[src/rtl/rpn_pkg.sv]
// Shared encodings for the RPN sequencer: opcodes, FSM states and default stack depth.
package rpn_pkg;

  localparam int unsigned DefaultDepth = 7;

  typedef enum logic [2:0] {
    OpPush = 3'd0,
    OpAdd  = 3'd1,
    OpSub  = 3'd2,
    OpAnd  = 3'd3,
    OpOr   = 3'd4,
    OpXor  = 3'd5,
    OpPop  = 3'd6,
    OpRsvd = 3'd7
  } op_e;

  typedef enum logic [2:0] {
    StIdle  = 3'd0,
    StPopB  = 3'd1,
    StCapB  = 3'd2,
    StPopA  = 3'd3,
    StCapA  = 3'd4,
    StPushR = 3'd5,
    StEmit  = 3'd6,
    StErr   = 3'd7
  } state_e;

endpackage

[src/rtl/rpn_if.sv]
// Command, result and stack-port bundle between the sequencer and its environment.
interface rpn_if;
  logic       cmd_valid;
  logic       cmd_ready;
  logic [2:0] cmd_op;
  logic [7:0] cmd_data;
  logic       res_valid;
  logic       res_ready;
  logic [7:0] res_data;
  logic       err;
  logic [3:0] depth;
  logic       stk_push;
  logic       stk_pop;
  logic [7:0] stk_data_in;
  logic [7:0] stk_data_out;

  // Environment side: issues commands, consumes results, hosts the stack.
  modport master (
    output cmd_valid, cmd_op, cmd_data, res_ready, stk_data_out,
    input  cmd_ready, res_valid, res_data, err, depth, stk_push, stk_pop, stk_data_in
  );

  // Sequencer side.
  modport slave (
    input  cmd_valid, cmd_op, cmd_data, res_ready, stk_data_out,
    output cmd_ready, res_valid, res_data, err, depth, stk_push, stk_pop, stk_data_in
  );
endinterface

[src/rtl/rpn_alu.sv]
// Combinational 8-bit ALU; results wrap modulo 256. PUSH passes the literal held in a.
module rpn_alu
  import rpn_pkg::*;
(
  input  logic [7:0] a_i,
  input  logic [7:0] b_i,
  input  op_e        op_i,
  output logic [7:0] result_o
);

  // Operation select; b is the former top of stack.
  always_comb begin
    result_o = '0;
    case (op_i)
      OpPush:  result_o = a_i;
      OpAdd:   result_o = a_i + b_i;
      OpSub:   result_o = a_i - b_i;
      OpAnd:   result_o = a_i & b_i;
      OpOr:    result_o = a_i | b_i;
      OpXor:   result_o = a_i ^ b_i;
      default: result_o = '0;
    endcase
  end

endmodule

[src/rtl/rpn_sequencer.sv]
// RPN command sequencer driving an external 8-bit stack through push/pop strobes.
module rpn_sequencer
  import rpn_pkg::*;
#(
  parameter int unsigned DEPTH = DefaultDepth
) (
  input logic   clk,
  input logic   reset,
  rpn_if.slave  bus
);

  localparam logic [3:0] DepthMax = 4'(DEPTH);

  state_e     state_q, state_d;
  logic [3:0] depth_q, depth_d;
  logic [7:0] a_q, a_d;
  logic [7:0] b_q, b_d;
  op_e        op_q, op_d;
  logic [7:0] alu_res;
  op_e        cmd_op;

  assign cmd_op = op_e'(bus.cmd_op);

  rpn_alu u_alu (
    .a_i      (a_q),
    .b_i      (b_q),
    .op_i     (op_q),
    .result_o (alu_res)
  );

  // State and operand registers.
  always_ff @(posedge clk or posedge reset) begin
    if (reset) begin
      state_q <= StIdle;
      depth_q <= '0;
      a_q     <= '0;
      b_q     <= '0;
      op_q    <= OpPush;
    end else begin
      state_q <= state_d;
      depth_q <= depth_d;
      a_q     <= a_d;
      b_q     <= b_d;
      op_q    <= op_d;
    end
  end

  // Next-state, depth tracking and operand capture.
  always_comb begin
    state_d = state_q;
    depth_d = depth_q;
    a_d     = a_q;
    b_d     = b_q;
    op_d    = op_q;
    unique case (state_q)
      StIdle: begin
        if (bus.cmd_valid) begin
          op_d = cmd_op;
          case (cmd_op)
            OpPush: begin
              if (depth_q < DepthMax) begin
                // Literal rides through the ALU pass-through path.
                a_d     = bus.cmd_data;
                b_d     = '0;
                state_d = StPushR;
              end else begin
                state_d = StErr;
              end
            end
            OpPop:   state_d = (depth_q != 4'd0) ? StPopB : StErr;
            OpRsvd:  state_d = StErr;
            default: state_d = (depth_q >= 4'd2) ? StPopB : StErr;
          endcase
        end
      end
      StPopB: begin
        depth_d = depth_q - 4'd1;
        state_d = StCapB;
      end
      StCapB: begin
        b_d     = bus.stk_data_out;
        state_d = (op_q == OpPop) ? StEmit : StPopA;
      end
      StPopA: begin
        depth_d = depth_q - 4'd1;
        state_d = StCapA;
      end
      StCapA: begin
        a_d     = bus.stk_data_out;
        state_d = StPushR;
      end
      StPushR: begin
        depth_d = depth_q + 4'd1;
        state_d = StIdle;
      end
      StEmit: begin
        if (bus.res_ready) state_d = StIdle;
      end
      StErr: state_d = StIdle;
    endcase
  end

  // Outputs decoded from registers only; cmd_ready is also held low while in reset.
  always_comb begin
    bus.cmd_ready   = (state_q == StIdle) && !reset;
    bus.stk_pop     = (state_q == StPopB) || (state_q == StPopA);
    bus.stk_push    = (state_q == StPushR);
    bus.stk_data_in = (state_q == StPushR) ? alu_res : '0;
    bus.res_valid   = (state_q == StEmit);
    bus.res_data    = b_q;
    bus.err         = (state_q == StErr);
    bus.depth       = depth_q;
  end

endmodule

[src/flat_wrapper.sv]
// flat-port wrapper written by rule: the top's interface ports become plain ports
module rpn_sequencer_flat import rpn_pkg::*;
#(
  parameter int unsigned DEPTH = DefaultDepth
)
  (clk, reset, bus_cmd_valid, bus_cmd_op, bus_cmd_data, bus_res_ready, bus_stk_data_out, bus_cmd_ready, bus_res_valid, bus_res_data, bus_err, bus_depth, bus_stk_push, bus_stk_pop, bus_stk_data_in);
  rpn_if bus_i ();
  input logic clk;
  input logic reset;
  input wire logic [$bits(bus_i.cmd_valid)-1:0] bus_cmd_valid;
  input wire logic [$bits(bus_i.cmd_op)-1:0] bus_cmd_op;
  input wire logic [$bits(bus_i.cmd_data)-1:0] bus_cmd_data;
  input wire logic [$bits(bus_i.res_ready)-1:0] bus_res_ready;
  input wire logic [$bits(bus_i.stk_data_out)-1:0] bus_stk_data_out;
  output wire logic [$bits(bus_i.cmd_ready)-1:0] bus_cmd_ready;
  output wire logic [$bits(bus_i.res_valid)-1:0] bus_res_valid;
  output wire logic [$bits(bus_i.res_data)-1:0] bus_res_data;
  output wire logic [$bits(bus_i.err)-1:0] bus_err;
  output wire logic [$bits(bus_i.depth)-1:0] bus_depth;
  output wire logic [$bits(bus_i.stk_push)-1:0] bus_stk_push;
  output wire logic [$bits(bus_i.stk_pop)-1:0] bus_stk_pop;
  output wire logic [$bits(bus_i.stk_data_in)-1:0] bus_stk_data_in;
  assign bus_i.cmd_valid = bus_cmd_valid;
  assign bus_i.cmd_op = bus_cmd_op;
  assign bus_i.cmd_data = bus_cmd_data;
  assign bus_i.res_ready = bus_res_ready;
  assign bus_i.stk_data_out = bus_stk_data_out;
  assign bus_cmd_ready = bus_i.cmd_ready;
  assign bus_res_valid = bus_i.res_valid;
  assign bus_res_data = bus_i.res_data;
  assign bus_err = bus_i.err;
  assign bus_depth = bus_i.depth;
  assign bus_stk_push = bus_i.stk_push;
  assign bus_stk_pop = bus_i.stk_pop;
  assign bus_stk_data_in = bus_i.stk_data_in;
  rpn_sequencer #(.DEPTH(DEPTH)) u_core (.clk(clk), .reset(reset), .bus(bus_i));
endmodule
[config.mk]
export PLATFORM = sky130hd
export DESIGN_NAME = rpn_sequencer_flat
export DESIGN_NICKNAME = d
export VERILOG_FILES = /design/src/rtl/rpn_pkg.sv /design/src/rtl/rpn_if.sv /design/src/rtl/rpn_alu.sv /design/src/rtl/rpn_sequencer.sv /design/src/flat_wrapper.sv
export SDC_FILE = /design/constraint.sdc
export NUM_CORES = 1
export LEC_CHECK = 0
export BUFFER_PORTS_ARGS = -buffer_cell sky130_fd_sc_hd__buf_2
export CAP_MARGIN = 20
export CORE_MARGIN = 5
export CORE_UTILIZATION = 44
export DETAILED_ROUTE_END_ITERATION = 10
export PLACE_DENSITY = 0.68
export REMOVE_ABC_BUFFERS = 1
export SYNTH_ARGS = -nofsm -noshare
export SYNTH_HDL_FRONTEND = slang
export SYNTH_SLANG_ARGS = --single-unit
[constraint.sdc]
create_clock -name clk -period 3.14 [get_ports clk]
set_input_delay 0.628 -clock clk [delete_from_list [all_inputs] [get_ports clk]]
set_output_delay 0.628 -clock clk [all_outputs]
set_load 0.03 [all_outputs]
==> results.toml <==
[routing]
routed_via_density = 5.47
vias = 2230
postRouteAntennaNets = 0
drc_errors = 0
dr.pass1.iters = 6
drt_iter0_markers = 126
wl_per_cell_microns = 15.3
wl_microns = 6250

[critical_path]
critical_path_arrival_ns = 2.57
startpoint_type = "flop"
cp_max_fo = 3
crit_path_end_kind = "primary output"
cp.required_ns = 2.51
crit_chain = "inv_1, ha_2, mux2_4, fa_2, nand2b_4, a21oi_4, o21ai_1, a211o_1, nand3_2, buf_6"
cpPeakStageDelay_ns = 0.38
critPathBufInv = 2
slowest_stage = "dfrtp_1"
path_delay_family = "adder cells"
path_class = "flop to primary output"

[grt]
gr-total-overflow = 0
antenna_found_initial = 0
grtUsageMet3 = 0.0214
grt_usage = 0.165
met2_usage = 0.280
grt_pass1_vias = 2118
met1_usage = 0.222
busiest_layer = "met2"
grt_max_degree = 27
grt_pass1_wl_microns = 9930

[synth]
synthTopCellsByCount = "nor2_1, a21oi_1, dfrtp_1, ha_1, inv_1"
syn_inst = 278
synth_top_cell_area_share = 0.263
syn_area_sq_um = 2470
synth.avg_cell_area_sq_um = 8.89
synth_cell_types = 57
synthArstFlopShare = 1.00
synth_edf_count = 0
seq_area_frac_synth = 0.263
yosysMostFrequentCell = "nor2_1"
ys.flop_type = "dfrtp_1"
ys.warnings.count = 0
synth_seq_cells = 26
synthTopCellsByArea = "dfrtp_1, ha_1, a21oi_1"
yosysTopAreaCell = "dfrtp_1"

[outcome]
outcome = "finished, violations left"
violations = "negative setup slack"

[sta]
final_max_slew_viol_count = 0
finalSetupViolations = 3
rsz0062_at_grt = "yes"
relSlewSlack = 0.553
hold_viol_final = 0
min_period_over_period = 1.02
final.setup.tns_ns = -0.133
fmax_mhz = 313
fin_ws_ns = -0.0547
worstMarginPinSlew_ns = 0.668
finClkSkew_ns = 0.00320
whs_ns = 0.382
period_minus_slack_ns = 3.19

[clocking]
numCtsBuffers = 3
cts_tree = "done"
clkLatencyLatePin_ns = 0.27
cts.clk_slew.worst_paths_ns = 0.08
ctsHoldBuffers = 0
clock_path_buffers = 2
cts.sinks = 26
cts_htree_levels = 1
cts_root_buf = "clkbuf_8"

[placed_design]
port_buffers = 47
hpwl_microns = 4550
place_area_sq_um = 2780
gp_congestion = 0.826

[flow_run]
drv_cap = 0

[floorplan]
boundaryPins = 48
rows = 27
core_sq_um = 5470
die_x_microns = 85.0
die_area_sq_um = 7220
start_util = 0.452
dieHeight_microns = 85.0

[final_layout]
antenna_cells = 0
n_fill_cell = 534
final_core_util = 0.556
drive_gt1_frac = 0.313
design_area_sq_um = 3050
area_growth_pct = 23.2
layout.nets = 389

[worst_hold_path]
hold_class = "input pin to async pin"
-- per-layer routing --
layer / share of wire / wire, microns
met1: 0.47 / 2930
met5: 0 / 0
met3: 0.042 / 265
met2: 0.48 / 2990
met4: 0.0088 / 55
-- cell usage in the layout (no fill, tap or decap), types with 5 or more instances in the layout --
cell type | netlist | routed
buf_2 | 4 | 42
o21ai_0 | 6 | 5
buf_6 | 2 | 5
nor2_1 | 31 | 28
mux2i_1 | 11 | 11
nor2b_1 | 5 | 5
inv_1 | 24 | 24
a21oi_1 | 26 | 22
dfrtp_1 | 26 | 26
nand2_1 | 10 | 10
a22o_1 | 14 | 14
ha_1 | 26 | 24
nor2_2 | 3 | 5
xnor2_1 | 10 | 9
buf_4 | 4 | 18
-- cell families (layout without fill, tap and decap cells) --
family | count (synthesis) | in the layout | synth area share
buffers and inverters | 37 | 95 | 0.0769
multiplexers | 15 | 15 | 0.0628
AO/OA/AOI/OAI | 77 | 77 | 0.217
adder cells (fa/ha/maj) | 28 | 28 | 0.148
flip-flops | 26 | 26 | 0.263
AND/OR/NAND/NOR | 82 | 82 | 0.186
XOR/XNOR | 13 | 13 | 0.0461
-- state kept, by name, indices dropped and copies added, names as in the netlist --
signal,count
u_core.a_q,8
u_core.bus.res_data,8
u_core.bus.depth,4
u_core.op_q,3
u_core.state_q,3
-- layout make-up --
| cell class | count | area, sq um | area share |
|---|---|---|---|
| tap | 72 | 90.1 | 0.0296 |
| clock buffer | 3 | 41.3 | 0.0136 |
| sequential | 26 | 651 | 0.214 |
| multi-input combinational | 215 | 1730 | 0.569 |
| timing repair buffer | 67 | 437 | 0.143 |
| inverter | 25 | 93.8 | 0.0308 |
-- through the flow --
step | cells | setup slack (ns)
after CTS | 403 | -0.0556
after global placement | 396 | 0.0777
after global routing | 408 | -0.185
final | 408 | -0.0547
after detailed placement | 396 | 0.0466
after floorplan | 266 | -0.239
-- final timing paths --
check	startpoint	to	slack [ns]	depth (start not counted)
setup / recovery	u_core.bus.res_data[1]	bus_stk_data_in[6]	-0.05	10
hold / removal	reset	u_core.state_q[1]	0.38	2
setup reg to reg	u_core.state_q[1]	u_core.bus.depth[3]	1.08	7
hold reg to reg	u_core.bus.depth[3]	u_core.bus.depth[3]	0.53	1
max in group asynchronous	reset	u_core.a_q[7]	2.29	3
min in group clk	u_core.bus.depth[3]	u_core.bus.depth[3]	0.53	1
-- repair_timing --
item	CTS	global route
endpoints found under the setup margin	5	6
buffers inserted	4	4
pin swaps	6	14
gates resized for setup	14	19
Power is not shown: default switching activity piles up to over one toggle a cycle in this logic, so the estimate is an artifact.
